$ cat src/rtl/serial_comparator.sv
//==============================================================================
// Module      : serial_comparator
// Description : Multi-cycle magnitude comparator for wide unsigned operands.
//               Captures A and B on an accepted start, walks them one nibble
//               per cycle from the MSB down, and carries a less/greater/equal
//               cascade state into each next nibble. Presents registered
//               l/g/m flags, the number of nibbles examined, and a done pulse.
// Revision    : 1.0 - initial release
//==============================================================================
`default_nettype none

module serial_comparator #(
  parameter int WIDTH      = 16,
  parameter bit EARLY_EXIT = 1'b1
) (
  input  logic                        clk,
  input  logic                        rst,
  input  logic                        start,
  input  logic [WIDTH-1:0]            a,
  input  logic [WIDTH-1:0]            b,
  output logic                        busy,
  output logic                        done,
  output logic                        l,
  output logic                        g,
  output logic                        m,
  output logic [$clog2(WIDTH/4):0]    nib_used
);

  // Nibble count, index width (at least 1 bit) and counter width.
  localparam int c_NIBS = WIDTH / 4;
  localparam int c_IW   = (c_NIBS > 1) ? $clog2(c_NIBS) : 1;
  localparam int c_CW   = $clog2(c_NIBS) + 1;

  typedef enum logic [0:0] {
    S_IDLE = 1'b0,
    S_CMP  = 1'b1
  } state_t;

  // Cascade state: decided by the most significant unequal nibble so far.
  typedef enum logic [1:0] {
    C_EQ = 2'd0,
    C_LT = 2'd1,
    C_GT = 2'd2
  } casc_t;

  state_t            r_state;
  state_t            w_state_next;
  logic [WIDTH-1:0]  r_a;
  logic [WIDTH-1:0]  r_b;
  logic [c_IW-1:0]   r_idx;
  casc_t             r_casc;
  logic [c_CW-1:0]   r_cnt;
  logic              r_done;
  logic              r_l;
  logic              r_g;
  logic              r_m;
  logic [c_CW-1:0]   r_nib_used;

  logic [3:0]        w_nib_a;
  logic [3:0]        w_nib_b;
  casc_t             w_nib_res;
  casc_t             w_casc_next;
  logic              w_accept;
  logic              w_finish;

  // Select the nibble currently addressed by r_idx from both captured operands.
  always_comb begin
    w_nib_a = 4'h0;
    w_nib_b = 4'h0;
    for (int i = 0; i < c_NIBS; i++) begin
      if (r_idx == c_IW'(i)) begin
        w_nib_a = r_a[i*4 +: 4];
        w_nib_b = r_b[i*4 +: 4];
      end
    end
  end

  // 4-bit compare of the current nibble, then fold into the cascade; a
  // decided cascade is never overridden by a lower nibble.
  always_comb begin
    w_nib_res = C_EQ;
    if (w_nib_a < w_nib_b) begin
      w_nib_res = C_LT;
    end else if (w_nib_a > w_nib_b) begin
      w_nib_res = C_GT;
    end
    w_casc_next = (r_casc == C_EQ) ? w_nib_res : r_casc;
  end

  // State register.
  always_ff @(posedge clk or posedge rst) begin
    if (rst) begin
      r_state <= S_IDLE;
    end else begin
      r_state <= w_state_next;
    end
  end

  // Next-state logic: accept in IDLE, finish on last nibble or early exit.
  always_comb begin
    w_state_next = r_state;
    w_accept     = 1'b0;
    w_finish     = 1'b0;
    case (r_state)
      S_IDLE: begin
        if (start) begin
          w_accept     = 1'b1;
          w_state_next = S_CMP;
        end
      end
      S_CMP: begin
        if ((r_idx == '0) || (EARLY_EXIT && (w_nib_res != C_EQ))) begin
          w_finish     = 1'b1;
          w_state_next = S_IDLE;
        end
      end
      default: begin
        w_state_next = S_IDLE;
      end
    endcase
  end

  // Datapath: operand capture, nibble walk, cascade, and result registers.
  always_ff @(posedge clk or posedge rst) begin
    if (rst) begin
      r_a        <= '0;
      r_b        <= '0;
      r_idx      <= '0;
      r_casc     <= C_EQ;
      r_cnt      <= '0;
      r_done     <= 1'b0;
      r_l        <= 1'b0;
      r_g        <= 1'b0;
      r_m        <= 1'b0;
      r_nib_used <= '0;
    end else begin
      r_done <= 1'b0;
      if (w_accept) begin
        r_a    <= a;
        r_b    <= b;
        r_idx  <= c_IW'(c_NIBS - 1);
        r_casc <= C_EQ;
        r_cnt  <= '0;
      end
      if (r_state == S_CMP) begin
        r_casc <= w_casc_next;
        r_cnt  <= r_cnt + 1'b1;
        if (w_finish) begin
          r_l        <= (w_casc_next == C_LT);
          r_g        <= (w_casc_next == C_GT);
          r_m        <= (w_casc_next == C_EQ);
          r_nib_used <= r_cnt + 1'b1;
          r_done     <= 1'b1;
        end else begin
          r_idx <= r_idx - 1'b1;
        end
      end
    end
  end

  assign busy     = (r_state == S_CMP);
  assign done     = r_done;
  assign l        = r_l;
  assign g        = r_g;
  assign m        = r_m;
  assign nib_used = r_nib_used;

endmodule

`default_nettype wire

$ cat config.mk
export PLATFORM = sky130hd
export DESIGN_NAME = serial_comparator
export DESIGN_NICKNAME = d
export VERILOG_FILES = /design/src/rtl/serial_comparator.sv
export SDC_FILE = /design/constraint.sdc
export NUM_CORES = 1
export LEC_CHECK = 0
export ABC_CLOCK_PERIOD_IN_PS = 3000
export CORE_MARGIN = 4
export CORE_UTILIZATION = 38
export CTS_CLUSTER_SIZE = 8
export DETAILED_ROUTE_END_ITERATION = 16
export SKIP_LAST_GASP = 1
export SYNTH_ARGS = -nofsm -noshare
export SYNTH_HDL_FRONTEND = slang
export SYNTH_SLANG_ARGS = --single-unit
$ cat constraint.sdc
create_clock -name clk -period 3 [get_ports clk]
set_input_delay 0.3 -clock clk [delete_from_list [all_inputs] [get_ports clk]]
set_output_delay 0.3 -clock clk [all_outputs]
set_load 0.005 [all_outputs]
==> impl_metrics.env <==
export IMPL_fin_worst_skew_ns=0.005598
export IMPL_diodes=0
export IMPL_number_of_placed_i_o_pins=43
export IMPL_period_needed_ns=2.861
export IMPL_crit_arrival_ns=3.04
export IMPL_synthArstFlopShare=1.000
export IMPL_die_height_um=85.07
export IMPL_clock_latency_on_the_worst_skew_pair_ns=0.29
export IMPL_synth_common_cells="sky130_fd_sc_hd__dfrtp_1, sky130_fd_sc_hd__mux2_2, sky130_fd_sc_hd__o21ai_0"
export IMPL_track_usage=0.1261
export IMPL_rsz0062_at_grt="no"
export IMPL_hold_path_class="reg2reg"
export IMPL_critical_path_reg2reg_startpoint="r_idx[0]"
export IMPL_postSynthCellCount=190
export IMPL_yosys_most_used_dff="sky130_fd_sc_hd__dfrtp_1"
export IMPL_slew_violations=0
export IMPL_root_buffer="sky130_fd_sc_hd__clkbuf_8"
export IMPL_numCtsBuffers=5
export IMPL_cts_max_path_buffers=2
export IMPL_dr_total_vias=1597
export IMPL_yosys_register_bits=47
export IMPL_required_ns=3.18
export IMPL_crit_path_start="r_idx[0]"
export IMPL_port_buffer_count=42
export IMPL_stdcell_area_mm2=0.002907
export IMPL_post_synthesis_cell_type_count=28
export IMPL_cts_tree="yes"
export IMPL_hpwl_um=3158
export IMPL_dieArea_mm2=0.007237
export IMPL_postLayoutCoreUtil=0.5152
export IMPL_fmax_ghz=0.3495
export IMPL_floorplan_initialDensity=0.4001
export IMPL_yosysWarningCount=0
export IMPL_hold_violations=0
export IMPL_run_status="complete, no violations"
export IMPL_max_cap_violations=0
export IMPL_setup_worst_path_class="reg2reg"
export IMPL_worstHoldStart="nib_used[0]"
export IMPL_area_delta_synth_final_pct=28.77
export IMPL_avgRoutedWirePerCell_um=14.44
export IMPL_synth_enable_flop_cells=0
export IMPL_synth_area_per_inst_um2=11.88
export IMPL_numPlacedInstances=301
export IMPL_core_region_area_mm2=0.005642
export IMPL_post_dp_cell_area_mm2=0.002773
export IMPL_global_route_wire_length_before_repair_um=7376
export IMPL_worstSetupEndpointType="flip-flop"
export IMPL_die_w_um=85.07
export IMPL_tns_ns=0
export IMPL_post_drt_via_cell_ratio=5.168
export IMPL_critical_path_max_stage_delay_ns=0.47
export IMPL_final_period_utilization=0.9538
export IMPL_vdd_ir_drop_worst_uv=330.2
export IMPL_total_routed_length_um=4461
export IMPL_netlist_top_cell_by_area="sky130_fd_sc_hd__dfrtp_1"
export IMPL_grt_start_max_net_pins=48
export IMPL_static_leakage_power_nw=1.215
export IMPL_cp_start_kind="flip-flop"
export IMPL_worstMarginPinSlew_ns=0.9698
export IMPL_critical_path_n_buffers_inverters=1
export IMPL_ctsHtreeMaxLevel=2
export IMPL_path_clk_slew_ns=0.08
export IMPL_cp_top_delay_family="compound AO/OA/AOI/OAI gates"
export IMPL_final_standard_cell_count_with_taps_included_and_fillers_excluded=309
export IMPL_timing_final_ws_setup_ns=0.1387
export IMPL_path_cells="inv_2 -> ha_4 -> nor2b_1 -> a221oi_1 -> o31ai_1 -> ha_1 -> a21oi_1 -> a311oi_4 -> nand2b_4 -> mux2_1"
export IMPL_post_synth_main_area_contributors="sky130_fd_sc_hd__dfrtp_1, sky130_fd_sc_hd__mux2_2, sky130_fd_sc_hd__ha_1, sky130_fd_sc_hd__o21ai_0, sky130_fd_sc_hd__a21oi_1"
export IMPL_share_of_cells_above_drive_strength_1=0.2363
export IMPL_pre_cts_ws_ns=-0.05779
export IMPL_net_count_after_synthesis=234
export IMPL_num_rows=27
export IMPL_p_per_area_mw_per_mm2=728.7
export IMPL_worstPathMaxFanout=8
export IMPL_max_slew_margin=0.3526
export IMPL_register_area_share_after_synthesis=0.5211
export IMPL_cts_sinks=47
export IMPL_top_count_cell_post_synth="sky130_fd_sc_hd__dfrtp_1"
export IMPL_drtPass1Iterations=4
export IMPL_global_route_overflow_total=0
export IMPL_finalSetupViolations=0
export IMPL_detailedRoute_firstIterationViolations=80
export IMPL_gp_congestion=0.7947
export IMPL_drtAntennaViolNets=0
export IMPL_netlist_area_mm2=0.002257
export IMPL_cpMaxStageDelayCell="sky130_fd_sc_hd__dfrtp_2"
export IMPL_drc=0
export IMPL_antenna_found_initial=0
export IMPL_share_of_the_synthesized_area_in_the_top_cell_type=0.5211
export IMPL_number_of_global_route_vias_before_repair=1499
export IMPL_final_net_count=281
worst min-delay path: stages (launching register included):
cell and delay, ns:
sky130_fd_sc_hd__dfrtp_1 0.34, sky130_fd_sc_hd__o21ai_0 0.07, sky130_fd_sc_hd__o21ai_0 0.06
state kept, by name (all words and copies together), names as in the netlist, 2 cells and up:
| signal | cells |
|---|---|
| r_idx | 2 |
| r_a | 16 |
| r_casc | 2 |
| r_cnt | 3 |
| nib_used | 3 |
| r_b | 16 |
cells by family (layout without fill, tap and decap cells):
kind of cell	count (synthesis)	after routing	synth area share
AOI/OAI and AO/OA	45	45	0.1242
xor gates and xnor gates	2	2	0.007762
adders and majority gates	9	9	0.04989
buffers and inverters	16	63	0.02882
DFF	47	47	0.5211
muxes	37	37	0.1829
and+or+nand+nor	34	34	0.08537
layer usage:
metal	share of wire	track usage
met1	0.49	0.1726
met2	0.44	0.1921
met3	0.055	0.04078
met4	0.016	0.03453
met5	0	0
power by group:
| group | switching (mW) | leakage (nW) | total, mW | internal [mW] |
|---|---|---|---|---|
| clock network | 0.202 | 0.0470 | 0.383 | 0.181 |
| registers | 0.136 | 0.557 | 0.967 | 0.831 |
| logic | 0.343 | 0.611 | 0.768 | 0.425 |
metrics by stage:
stage	hold WS [ns]	total power, mW
finish	0.5107	2.118
global route	0.5326	2.266
CTS	0.5138	2.122
detailed placement	0.4929	1.734
global placement	0.4934	1.727
floorplan	0.4072	1.449
layout by cell type, fill, tap and decap left out, types with 2 or more instances in the layout:
master,n
sky130_fd_sc_hd__buf_4,6
sky130_fd_sc_hd__ha_4,3
sky130_fd_sc_hd__dfrtp_1,46
sky130_fd_sc_hd__nor3_1,4
sky130_fd_sc_hd__xnor2_1,2
sky130_fd_sc_hd__inv_2,3
sky130_fd_sc_hd__nand3b_1,2
sky130_fd_sc_hd__o21ai_0,19
sky130_fd_sc_hd__inv_1,5
sky130_fd_sc_hd__nand2_1,13
sky130_fd_sc_hd__a21oi_1,14
sky130_fd_sc_hd__and3b_1,3
sky130_fd_sc_hd__clkdlybuf4s50_1,42
sky130_fd_sc_hd__clkbuf_8,6
sky130_fd_sc_hd__mux2_2,32
sky130_fd_sc_hd__nor2b_1,4
sky130_fd_sc_hd__ha_1,6
sky130_fd_sc_hd__mux2_1,2
sky130_fd_sc_hd__o31ai_1,3
sky130_fd_sc_hd__a221oi_1,3
sky130_fd_sc_hd__mux2i_1,3
sky130_fd_sc_hd__nor2_1,3
final timing paths:
path / endpoint / slack (ns) / depth (start not counted)
max in group asynchronous: r_idx[0] / 1.79 / 2
max reg2reg: nib_used[1] / 0.14 / 10
min in group asynchronous: r_b[3] / 0.55 / 2
min: nib_used[0] / 0.51 / 2
min reg2reg: nib_used[0] / 0.51 / 2
max: nib_used[1] / 0.14 / 10
area by class of cell:
| type | count | area, um^2 |
|---|---|---|
| Tap cell | 72 | 90.09 |
| Multi-Input combinational cell | 127 | 1056 |
| Sequential cell | 47 | 1177 |
| Inverter | 8 | 30.03 |
| Timing Repair Buffer | 48 | 465.4 |
| Clock inverter | 1 | 5.005 |
| Clock buffer | 6 | 82.58 |
| Fill cell | 514 | 2735 |
what timing repair did:
item / 4_1_cts / 5_1_grt
pin swaps: 0 / 2
resized for setup: 2 / 8
buffers inserted: 0 / 1
hold endpoints to repair: 0 / 0
setup endpoints to repair: 1 / 3
hold buffers: 0 / 0
No activity file was read; power rests on OpenSTA's default activity.
